File: src/rtl/rx_frame_if.sv
// Serial byte link into rx_frame plus its status and storage read port (master = transmitter/reader side).
interface rx_frame_if #(
  parameter int DATA_W = 8,
  parameter int DEPTH  = 4
);
  localparam int ADDR_W = (DEPTH > 1) ? $clog2(DEPTH) : 1;

  logic              tx_data;
  logic              tx_vld;
  logic              tx_finish;
  logic              rx_ready;
  logic [DATA_W-1:0] rx_byte;
  logic              rx_byte_vld;
  logic [ADDR_W:0]   rx_count;
  logic              rx_done;
  logic              rx_err;
  logic [ADDR_W-1:0] rd_addr;
  logic [DATA_W-1:0] rd_data;

  modport master (
    output tx_data, tx_vld, tx_finish, rd_addr,
    input  rx_ready, rx_byte, rx_byte_vld, rx_count, rx_done, rx_err, rd_data
  );

  modport slave (
    input  tx_data, tx_vld, tx_finish, rd_addr,
    output rx_ready, rx_byte, rx_byte_vld, rx_count, rx_done, rx_err, rd_data
  );
endinterface

File: src/rtl/rx_frame.sv
// Serial LSB-first byte receiver filling a DEPTH-entry frame store; byte pulse 1 cycle after last bit, rd_data 1 cycle.
// No backpressure: rx_ready only in READY. Define RX_FRAME_CHK_EN to turn tx_vld gaps / early finish into a sticky rx_err.
module rx_frame #(
  parameter int DATA_W = 8,
  parameter int DEPTH  = 4
) (
  input logic       clk,
  input logic       clr,
  rx_frame_if.slave bus
);
  localparam int ADDR_W = (DEPTH > 1) ? $clog2(DEPTH) : 1;
  localparam int BIT_W  = (DATA_W > 1) ? $clog2(DATA_W) : 1;

  typedef enum logic [2:0] {IDLE, READY, RECV, STORE, DONE} state_t;

  state_t            state, state_nxt;
  logic [DATA_W-1:0] shreg, shreg_nxt;
  logic [BIT_W-1:0]  bit_cnt, bit_cnt_nxt;
  logic [DATA_W-1:0] byte_q;
  logic              byte_vld_q;
  logic [ADDR_W:0]   count_q;
  logic [ADDR_W-1:0] wr_addr;
  logic [DATA_W-1:0] rd_q;
  logic [DATA_W-1:0] mem [DEPTH];
`ifdef RX_FRAME_CHK_EN
  logic              err_q, err_set;
`endif

  always_comb begin
    state_nxt   = state;
    shreg_nxt   = shreg;
    bit_cnt_nxt = bit_cnt;
`ifdef RX_FRAME_CHK_EN
    err_set     = 1'b0;
`endif
    case (state)
      IDLE:  state_nxt = READY;
      READY: begin
        // finish wins over a simultaneous valid bit
        if (bus.tx_finish) begin
          state_nxt = DONE;
        end else if (bus.tx_vld) begin
          shreg_nxt[0] = bus.tx_data;
          bit_cnt_nxt  = BIT_W'(1);
          state_nxt    = (DATA_W == 1) ? STORE : RECV;
        end
      end
      RECV: begin
        if (bus.tx_finish) begin
          state_nxt = DONE;
`ifdef RX_FRAME_CHK_EN
          err_set   = 1'b1;
`endif
        end else if (bus.tx_vld) begin
          shreg_nxt[bit_cnt] = bus.tx_data;
          if (bit_cnt == BIT_W'(DATA_W - 1)) begin
            bit_cnt_nxt = '0;
            state_nxt   = STORE;
          end else begin
            bit_cnt_nxt = bit_cnt + 1'b1;
          end
        end
`ifdef RX_FRAME_CHK_EN
        else begin
          err_set   = 1'b1;
          state_nxt = DONE;
        end
`endif
      end
      // count_q still holds the pre-store value here
      STORE:   state_nxt = (count_q == (ADDR_W+1)'(DEPTH - 1)) ? DONE : READY;
      DONE:    state_nxt = DONE;
      default: state_nxt = IDLE;
    endcase
  end

  always_ff @(posedge clk or negedge clr) begin
    if (!clr) begin
      state      <= IDLE;
      shreg      <= '0;
      bit_cnt    <= '0;
      byte_q     <= '0;
      byte_vld_q <= 1'b0;
      count_q    <= '0;
      wr_addr    <= '0;
      rd_q       <= '0;
      for (int i = 0; i < DEPTH; i++) mem[i] <= '0;
    end else begin
      state      <= state_nxt;
      shreg      <= shreg_nxt;
      bit_cnt    <= bit_cnt_nxt;
      byte_vld_q <= (state_nxt == STORE);
      if (state_nxt == STORE) byte_q <= shreg_nxt;
      if (state == STORE) begin
        mem[wr_addr] <= byte_q;
        wr_addr      <= wr_addr + 1'b1;
        count_q      <= count_q + 1'b1;
      end
      rd_q <= mem[bus.rd_addr];
    end
  end

`ifdef RX_FRAME_CHK_EN
  always_ff @(posedge clk or negedge clr) begin
    if (!clr)        err_q <= 1'b0;
    else if (err_set) err_q <= 1'b1;
  end
  assign bus.rx_err = err_q;
`else
  assign bus.rx_err = 1'b0;
`endif

  assign bus.rx_ready    = (state == READY);
  assign bus.rx_done     = (state == DONE);
  assign bus.rx_byte     = byte_q;
  assign bus.rx_byte_vld = byte_vld_q;
  assign bus.rx_count    = count_q;
  assign bus.rd_data     = rd_q;
endmodule

File: src/flat_wrapper.sv
// flat-port wrapper written by rule: the top's interface ports become plain ports
module rx_frame_flat 
#(
  parameter int DATA_W = 8,
  parameter int DEPTH  = 4
)
  (clk, clr, bus_tx_data, bus_tx_vld, bus_tx_finish, bus_rd_addr, bus_rx_ready, bus_rx_byte, bus_rx_byte_vld, bus_rx_count, bus_rx_done, bus_rx_err, bus_rd_data);
  rx_frame_if #(.DATA_W(DATA_W), .DEPTH(DEPTH)) bus_i ();
  input logic clk;
  input logic clr;
  input wire logic [$bits(bus_i.tx_data)-1:0] bus_tx_data;
  input wire logic [$bits(bus_i.tx_vld)-1:0] bus_tx_vld;
  input wire logic [$bits(bus_i.tx_finish)-1:0] bus_tx_finish;
  input wire logic [$bits(bus_i.rd_addr)-1:0] bus_rd_addr;
  output wire logic [$bits(bus_i.rx_ready)-1:0] bus_rx_ready;
  output wire logic [$bits(bus_i.rx_byte)-1:0] bus_rx_byte;
  output wire logic [$bits(bus_i.rx_byte_vld)-1:0] bus_rx_byte_vld;
  output wire logic [$bits(bus_i.rx_count)-1:0] bus_rx_count;
  output wire logic [$bits(bus_i.rx_done)-1:0] bus_rx_done;
  output wire logic [$bits(bus_i.rx_err)-1:0] bus_rx_err;
  output wire logic [$bits(bus_i.rd_data)-1:0] bus_rd_data;
  assign bus_i.tx_data = bus_tx_data;
  assign bus_i.tx_vld = bus_tx_vld;
  assign bus_i.tx_finish = bus_tx_finish;
  assign bus_i.rd_addr = bus_rd_addr;
  assign bus_rx_ready = bus_i.rx_ready;
  assign bus_rx_byte = bus_i.rx_byte;
  assign bus_rx_byte_vld = bus_i.rx_byte_vld;
  assign bus_rx_count = bus_i.rx_count;
  assign bus_rx_done = bus_i.rx_done;
  assign bus_rx_err = bus_i.rx_err;
  assign bus_rd_data = bus_i.rd_data;
  rx_frame #(.DATA_W(DATA_W), .DEPTH(DEPTH)) u_core (.clk(clk), .clr(clr), .bus(bus_i));
endmodule
File: config.mk
export PLATFORM = sky130hd
export DESIGN_NAME = rx_frame_flat
export DESIGN_NICKNAME = d
export VERILOG_FILES = /design/src/rtl/rx_frame_if.sv /design/src/rtl/rx_frame.sv /design/src/flat_wrapper.sv
export SDC_FILE = /design/constraint.sdc
export NUM_CORES = 1
export LEC_CHECK = 0
export ABC_CLOCK_PERIOD_IN_PS = 3140
export BUFFER_PORTS_ARGS = -buffer_cell sky130_fd_sc_hd__buf_4
export CAP_MARGIN = 30
export CELL_PAD_IN_SITES_DETAIL_PLACEMENT = 0
export CELL_PAD_IN_SITES_GLOBAL_PLACEMENT = 1
export CORE_MARGIN = 4
export CORE_UTILIZATION = 40
export CTS_CLUSTER_DIAMETER = 30
export DETAILED_ROUTE_END_ITERATION = 8
export PLACE_DENSITY_LB_ADDON = 0.1
export SYNTH_ARGS = -nofsm -noshare
export SYNTH_HDL_FRONTEND = slang
export SYNTH_SLANG_ARGS = --single-unit
File: constraint.sdc
create_clock -name clk -period 3.14 [get_ports clk]
set_input_delay 0.628 -clock clk [delete_from_list [all_inputs] [get_ports clk]]
set_output_delay 0.628 -clock clk [all_outputs]
set_load 0.1 [all_outputs]
Yosys cells after proc, flatten, opt, wreduce, memory -nomap -nowiden:

Cells that the tools add are included.
W data, S select, Z words.

* bitwise logic cells: 2
* reductions and logical operators: 5
* multiplexer cells: 28
* $add $sub $neg: 3
* equality and inequality tests: 11
* order comparisons: 5

Operators with widths (count)
* $mux W8: 5
* $mux W3: 11
* $bwmux W32: 1
* $bmux W8 S2: 1
* $demux W8 S2: 1
* $pmux W3 S5: 1
* $eq A3 B2 Y1 const B: 4
* $bwmux W8: 1
* $ne A2 B2 Y1 const B: 4
* $mux W7: 1
* $add A3 B1 Y3 const B: 2
* $eq A3 B3 Y1 const B: 2
* $ge A3 B3 Y1 const B: 2
* $not A2 Y3: 2
* $pmux W3 S2: 1
* $reduce_and A5 Y1: 1
* $lt A3 B4 Y1 const B: 1
* $demux W1 S3: 1
* $eq A3 B1 Y1 const B: 1
* $ge A3 B1 Y1 const B: 1
* $logic_not A3 Y1: 1
* $lt A3 B1 Y1 const B: 1
* $mux W1: 3
* $add A2 B1 Y2 const B: 1
* other kinds (3): 4

* register bits after elaboration: 68
* output and inout bits: 23
* word-level logic and storage cells: 66
* bits of input ports: 7

Depth between registers and ports, before layout:

Gate-level depths: netlist of the first run.

* depth in word-level cells: 8
* gate-level depth with buffers: 5
* mapped depth without buffers: 5

Worst setup path after synthesis of the first run:

Ideal clock, no wire load.

* path kind: register -> register
* start point: reg u_core.state[2]
* end point: reg u_core.byte_q[0], in the netlist u_core.bus.rx_byte[0]
* stages on the path, launching flop included: 6
* required time: 3.071 ns
* setup time: 0.069 ns
* buffers on the path: 1
* setup slack: -0.567 ns
* period minus slack after synthesis: 3.707 ns
* arrival: 3.639 ns
* path through: dfrtp_1 buf_4 nor3b_1 o21ai_0 o22ai_2 mux2_4

* elaborated cells between the ends (all ways): 13
* classes of those cells: 5 x eq/ne; 7 x mux; 1 x reduce/logical

RTL lines
* start: declaration: RTL line rx_frame.sv:16 `state_t state, state_nxt;`
* start signal: assignment: RTL line rx_frame.sv:89 `state <= state_nxt;`
* $eq A3 B1 Y1
* named net bus_rx_ready: RTL line flat_wrapper.sv:15 `output wire logic [$bits(bus_i.rx_ready)-1:0] bus_rx_ready;`
* $pmux W1 S2: RTL line rx_frame.sv:36 `case (state)`
* named net u_core.shreg_nxt[0]: RTL line rx_frame.sv:17 `logic [DATA_W-1:0] shreg, shreg_nxt;`
* end signal: assignment: RTL line rx_frame.sv:93 `if (state_nxt == STORE) byte_q <= shreg_nxt;`
* end: declaration: RTL line rx_frame.sv:19 `logic [DATA_W-1:0] byte_q;`

The timed path passes the listed nets, and every way through them passes these cells.
A chain may end at the register's enable or synchronous reset.

Worst setup path after layout of the first run:

* start point: reg u_core.state[2]
* end point: out bus_rx_done

* word-level cells in the longest chain between the ends: 1

RTL lines
* $eq A3 B3 Y1: RTL line rx_frame.sv:114 `assign bus.rx_done = (state == DONE);`
* end: declaration: RTL line flat_wrapper.sv:19 `output wire logic [$bits(bus_i.rx_done)-1:0] bus_rx_done;`

No other way between the ends.

==> reports/results.ini, run 1 <==
[outcome]
status=finished, final reports clean

[logic_synthesis]
ys_types=39
synth-seq-cells=68
synth_top_family_by_area=multiplexers
netlist_top_cells_area=dfrtp_1, mux2_2, mux4_2
synth-main-ff-cell=dfrtp_1
synthMuxAreaShare_pct=25.0
synthCells=196
synth_edf_count=0
synth-async-reset-ratio_pct=100
yosysWarnings=0
syn_area_per_cell_um2=15.2
syn-num-nets=211
synth.top_cell.area_share_pct=57.1
yosysSeqAreaShare_pct=57.1
yosys.area_share.adder_pct=3.36
synth_area_um2=2980
synth-compound-area-share_pct=4.12
yosysTopAreaCell=dfrtp_1
synthXorXnorAreaFrac_pct=0.882
synthSimpleGateAreaFrac_pct=7.02

[setup_path]
reg2regPathDepth=4
cp.arrival_ps=1550
critical_path_required_ps=2510
crit_fanout=13
end_kind=output pin
setup.worst_path.class=reg -> out
path_buf_inv=1
crit_path_start_kind=flop
crit_family=flip-flops
critical_path_cell_count=2
cp_slowest_cell=dfrtp_1
crit_chain=nor3b_2 -> buf_4
cpPeakStageDelay_ps=660

[grt]
grtUsageMet1_pct=17.9
first_global_vias=1856
met3_usage_pct=3.13
track_usage_pct=14.0
grtUsageMet2_pct=22.6
busiest_layer=met2
grt_pass1_wl_mm=9.31
grt_max_degree=69
gr-total-overflow=0
antenna_found_initial=0

[cells_and_area]
fill_cells=652
diodes=0
regArea_um2=1700
area_growth_pct=15.6
multi_input_area_um2=1220
nets=244
drive_gt1_share_pct=47.4
postLayoutCoreUtil_pct=47.5

[place]
globalplace.congestion=0.735
portBuffers=28
dp_hpwl_mm=3.83

[route]
vias=1689
drt_iter0_markers=58
dr.pass1.iters=4
vias_per_cell=5.07
avgRoutedWirePerCell_um=16.9
antenna_left=0
drc=0
drt-total-wl_mm=5.63

[timing]
rsz0062_at_grt=false
tightest_slew_ps=855
fin_skew_ps=12.9
hold_viol=0
final.min_clock_period_ps=2170
finalSetupTns_ps=0
max_clock_freq_mhz=460
post-route-period-util_pct=69.2
slew_viol_final=0
timing.hold.ws_ps=403
setup_viol=0
slew_headroom_pct=43.0

[die]
rows=31
io_pins=30
start_util_pct=41.1
dieHeight_um=94.3
die_area_um2=8890
core-area_um2=7250
fp.dieW_um=94.3

[clock_tree]
insertion_delay_ps=330
cts_buffers=9
cts_tree=built
clock_path_buffers=2
ctsResizeCount=0
cts_max_level=3
cts.sink_count=68
cts_hold_buf=0
path_clk_slew_ps=70
post-cts-setup-buffers=0
cts_root_buffer=clkbuf_8

[pwr]
swShare_pct=35.8
comb_power_share_pct=23.6
p_leak_nw=1.69
powerDensity_nw_per_um2=629
clkPwrFrac_pct=27.9
p_int_mw=1.39
power_mw=2.17
p_seq_share_pct=48.5
vdd.ir_drop.worst_v=0.000534
switchingPower_uw=776

[job]
cap_violations=0

[hold_path]
hp-class=in -> async

==> cell usage after synthesis (all sizes together), types with 2 or more instances <==
master,instances
nand4,2
o21a,3
buf,6
mux2,49
nor3,2
nor3b,3
nor2,3
inv,6
o21ai,3
dfrtp,68
and4bb,2
mux4,8
a21oi,2
nand2,10
ha,8
a22o,2
or3,2
nor2b,2
xnor2,2
==> state kept, by name (all words and copies together) (netlist names) <==
signal                  count
u_core.state                3
u_core.bus.rx_byte          8
u_core.wr_addr              2
u_core.bus.rx_byte_vld      1
u_core.bus.rx_count         3
u_core.mem                 32
u_core.bit_cnt              3
u_core.shreg                8
u_core.bus.rd_data          8
==> layout make-up <==
class,instances,share of cell area (%)
inverter,6,0.654
clock buffer,9,3.60
timing repair buffer,28,6.10
clock inverter,7,1.27
tap,99,3.60
multi-input combinational,116,35.4
sequential,68,49.4
==> stage by stage <==
| step | setup slack (ps) | instances | instance area (um^2) |
|---|---|---|---|
| detailed placement | 1210 | 317 | 3280 |
| floorplan | 600 | 196 | 2990 |
| CTS | 948 | 333 | 3440 |
| global route | 884 | 333 | 3440 |
| finish | 966 | 333 | 3440 |
| global placement | 1250 | 317 | 3280 |
==> power by group through the flow <==
stage / registers (mW) / logic (mW) / clock network, mW
floorplan: 1.10 / 0.378 / 0
global placement: 1.06 / 0.500 / 0
detailed placement: 1.06 / 0.520 / 0
CTS: 1.05 / 0.521 / 0.630
global route: 1.06 / 0.552 / 0.671
finish: 1.05 / 0.512 / 0.604
==> cell usage in the layout (no fill, tap or decap), drive strengths merged <==
cell type / count
a221oi: 1
and2b: 1
xor2: 1
dfrtp: 68
nor3b: 3
nor4bb: 1
nand2: 10
ha: 8
nor2b: 2
inv: 6
clkinv: 5
xnor2: 2
nand3: 1
nor2: 3
clkbuf: 9
mux2: 49
or3: 2
mux2i: 1
nand4b: 1
nor4b: 1
o21ai: 3
a21oi: 2
o22a: 1
nand4: 2
clkinvlp: 2
conb: 1
o21a: 3
nor3: 2
buf: 28
a2111oi: 1
and4bb: 2
o22ai: 1
mux4: 8
a22o: 2
nand2b: 1
==> metal layers <==
metal / wire [um] / vias up / part of all wire (%)
met1: 2510 / 863 / 45
li1: - / 776 / -
met3: 188 / 12 / 3.3
met4: 90 / 0 / 1.6
met2: 2840 / 38 / 50
met5: 0 / - / 0
==> worst paths after layout <==
kind	slack, ps	start	end
max	970	u_core.state[2]	bus_rx_done
min	400	clr	u_core.bit_cnt[1]
max reg2reg	1180	u_core.state[1]	u_core.mem[12]
min reg2reg	490	u_core.shreg[6]	u_core.shreg[6]
max in group asynchronous	2170	clr	u_core.bus.rx_byte[5]
min in group clk	490	u_core.shreg[6]	u_core.shreg[6]
==> kinds of logic after synthesis <==
kind of cell,Yosys count
xor gates and xnor gates,3
other,1
muxes,58
AOI/OAI and AO/OA,14
buffers and inverters,12
DFF,68
and+or+nand+nor,32
adders and majority gates,8
Note: power is estimated with default switching activity, not from simulation.
==> run 2, diff against run 1 <==
- ABC_CLOCK_PERIOD_IN_PS: 3140 -> 2200
- clock period: 3.14 -> 2.2 ns (I/O delays scaled with it)
==> reports/results.ini, run 2 (synthesized netlist as in run 1, its figures left out) <==
[route]
drt_iter0_markers=60
drt-total-wl_mm=5.45
dr.pass1.iters=4
vias=1705
drc=0
vias_per_cell=5.10
antenna_left=0
avgRoutedWirePerCell_um=16.3

[outcome]
status=finished, final reports clean

[die]
dieHeight_um=94.3
io_pins=30
start_util_pct=41.1
core-area_um2=7250
die_area_um2=8890
rows=31
fp.dieW_um=94.3

[pwr]
vdd.ir_drop.worst_v=0.000690
p_leak_nw=1.72
powerDensity_nw_per_um2=958
power_mw=3.36

[place]
dp_cells=318
dp_hpwl_mm=3.65
portBuffers=28
globalplace.congestion=0.742
placed_cell_area_um2=3300
dp_worst_setup_slack_ps=348

[clock_tree]
clock_path_buffers=2
cts_max_level=3
cts.sink_count=68
post-cts-setup-buffers=0
ctsResizeCount=0
cts_hold_buf=0
cts_tree=built
cts_buffers=9
insertion_delay_ps=330
path_clk_slew_ps=70
cts_root_buffer=clkbuf_8

[setup_path]
cp_slowest_cell=dfrtp_1
crit_fanout=13
r2r-end=u_core.bus.rx_byte[7]
critical_path_required_ps=1760
end_kind=output pin
crit_chain=nor3b_4 -> buf_4
crit_path_start_kind=flop
cpPeakStageDelay_ps=690
reg2regPathDepth=4
path_buf_inv=1
worstReg2RegStart=u_core.state[2]
cp.arrival_ps=1590
r2r_setup_slack_ps=360
setup.worst_path.class=reg -> out
crit_family=flip-flops

[cells_and_area]
fill_cells=675
drive_gt1_share_pct=47.2
nets=245
largest_register_ffs=32
final_common_cell=dfrtp_1
area_growth_pct=17.9
regMostFlops=u_core.mem
instances_no_fill=334
fin_area_um2=3510
diodes=0
final_cell_mix=dfrtp_1, mux2_2, buf_4
postLayoutCoreUtil_pct=48.4

[timing]
setup_viol=0
max_clock_freq_mhz=492
fin_skew_ps=8.14
post-route-period-util_pct=92.5
timing.hold.ws_ps=217
final.min_clock_period_ps=2030
rsz0062_at_grt=false
finalSetupTns_ps=0
hold_viol=0
slew_headroom_pct=44.3
tightest_slew_ps=836
slew_viol_final=0
setup_slack_ps=166

[grt]
gr-total-overflow=0
grt_pass1_wl_mm=9.08
track_usage_pct=13.7
grt_max_degree=69
antenna_found_initial=0
first_global_vias=1819

[job]
cap_violations=0

[hold_path]
hp-class=in -> async

run 2: cell type report:
| cell class | count | area, um^2 | area share (%) |
|---|---|---|---|
| multi-input combinational | 116 | 1230 | 35.0 |
| timing repair buffer | 29 | 218 | 6.20 |
| clock inverter | 5 | 75.1 | 2.14 |
| inverter | 6 | 22.5 | 0.641 |
| tap | 99 | 124 | 3.53 |
| clock buffer | 11 | 141 | 4.03 |
| sequential | 68 | 1700 | 48.5 |
run 2: worst max path at each step:
stage	startpoint	end	slack, ps	depth (start not counted)
detailed placement	u_core.state[1]	u_core.mem[21]	350	4
finish	u_core.state[2]	bus_rx_done	170	2
floorplan	u_core.state[2]	u_core.bus.rx_byte[0]	110	5
global route	u_core.state[2]	bus_rx_done	80	2
global placement	u_core.state[2]	u_core.bus.rx_byte[6]	400	4
CTS	u_core.state[2]	bus_rx_done	140	2
run 2: worst register-to-register path, cell delays in order (launching register included):
cell      delay (ps)
dfrtp_1          690
and4bb_2         330
nand4_1          100
mux2_2           350
mux2_2           260
run 2: metal layers:
| layer | GRT usage [%] | wire length (um) |
|---|---|---|
| met1 | 18.0 | 2480 |
| met2 | 21.9 | 2720 |
| met3 | 3.04 | 173 |
| met4 | 5.66 | 73 |
| met5 | 0 | 0 |
run 2: report_power, final:
part / total, mW / internal (mW) / leakage [nW] / switching [mW]
Combinational: 0.748 / 0.264 / 0.671 / 0.484
Clock: 1.11 / 0.664 / 0.113 / 0.448
Sequential: 1.50 / 1.34 / 0.937 / 0.167
==> run 3, diff against run 2 <==
- CORE_ASPECT_RATIO: not set -> 1.4
==> reports/results.ini, run 3 (synthesized netlist as in run 1, its figures left out) <==
[outcome]
status=finished, final reports clean

[grt]
first_global_vias=1797
track_usage_pct=14.3
grt_pass1_wl_mm=9.23
antenna_found_initial=0
grt_max_degree=69
gr-total-overflow=0

[place]
dp_worst_setup_slack_ps=341
portBuffers=28
dp_hpwl_mm=3.87
dp_cells=317
globalplace.congestion=0.794

[pwr]
clkPwrFrac_pct=32.2
swShare_pct=32.8
p_seq_share_pct=44.6
powerDensity_nw_per_um2=952
comb_power_share_pct=23.2
p_int_mw=2.24
vdd.ir_drop.worst_v=0.000577
switchingPower_mw=1.09
p_leak_nw=1.71

[setup_path]
crit_fanout=9
crit_chain=buf_4 -> nor3b_4 -> buf_4
setup.worst_path.class=reg -> out
end_kind=output pin
cp.arrival_ps=1570
cpPeakStageDelay_ps=500
cp_slowest_cell=dfrtp_1
critical_path_required_ps=1760
path_common_cell=buf_4
crit_path_start_kind=flop

[timing]
tightest_slew_ps=837
max_clock_freq_mhz=497
fin_skew_ps=6.77
final.min_clock_period_ps=2010
finalSetupTns_ps=0
setup_viol=0
post-route-period-util_pct=91.5
slew_headroom_pct=44.2
setup_slack_ps=186
timing.hold.ws_ps=193
rsz0062_at_grt=false
slew_viol_final=0
hold_viol=0

[cells_and_area]
drive_gt1_share_pct=46.8
diodes=0
final_cell_mix=dfrtp_1, mux2_2, buf_4
postLayoutCoreUtil_pct=47.9
area_growth_pct=17.8
regMostFlops=u_core.mem
largest_register_ffs=32
instances_no_fill=332
final_common_cell=dfrtp_1
nets=246

[clock_tree]
cts.sink_count=68
clock_path_buffers=2
cts_root_buffer=clkbuf_8
post-cts-setup-buffers=0
path_clk_slew_ps=70
insertion_delay_ps=340
cts_buffers=9
cts_hold_buf=0
ctsResizeCount=0
cts_max_level=3
cts_tree=built

[route]
drt_iter0_markers=74
drc=0
vias=1711
antenna_left=0
avgRoutedWirePerCell_um=16.9
dr.pass1.iters=4
vias_per_cell=5.15
drt-total-wl_mm=5.60

[die]
start_util_pct=40.7
io_pins=30
dieHeight_um=110
fp.dieW_um=80.9
die_area_um2=8910
rows=37
core-area_um2=7310

[job]
cap_violations=0

[hold_path]
hp-class=in -> async

run 3: per-layer routing:
metal | track usage, % | wire length [um] | vias up
li1 | - | - | 785
met1 | 17.4 | 2320 | 890
met2 | 23.9 | 3000 | 29
met3 | 3.98 | 191 | 7
met4 | 5.43 | 85 | 0
met5 | 0 | 0 | -
run 3: power groups by stage:
stage               combinational (mW)  clock [mW]  sequential (mW)
floorplan                        0.569           0             1.57
global placement                 0.768           0             1.50
detailed placement               0.783           0             1.51
CTS                              0.786        1.10             1.49
global route                     0.844        1.18             1.51
finish                           0.775        1.07             1.49
run 3: worst max-delay path: cells and delay by family, from the launching register on:
family / cells / cell delay [ps]
buffers and inverters: 2 / 540
DFF: 1 / 500
and+or+nand+nor: 1 / 200
run 3: area by class of cell:
cell class / instances / area, um^2
clock inverters: 4 / 75.1
flip-flops and latches: 68 / 1700
repair buffers: 30 / 225
multi-input cells: 116 / 1230
inverters: 6 / 22.5
clock buffers: 11 / 131
fillers: 681 / 3810
well taps: 97 / 121
run 3: path summary, 6_finish.rpt:
check | from | to | slack [ps] | depth (start not counted)
min in group clk | bus_tx_finish | u_core.state[1] | 310 | 2
max reg2reg | u_core.state[1] | u_core.bus.rx_byte[4] | 320 | 4
max in group asynchronous | clr | u_core.mem[9] | 1460 | 1
min | clr | u_core.state[1] | 190 | 1
max | u_core.state[2] | bus_rx_ready | 190 | 3
min reg2reg | u_core.shreg[1] | u_core.shreg[1] | 500 | 1
run 3: through the flow:
| step | power, mW | cell area (um^2) |
|---|---|---|
| after floorplan | 2.13 | 3000 |
| after global placement | 2.27 | 3300 |
| after detailed placement | 2.30 | 3300 |
| after CTS | 3.38 | 3510 |
| after global routing | 3.53 | 3510 |
| final | 3.34 | 3510 |
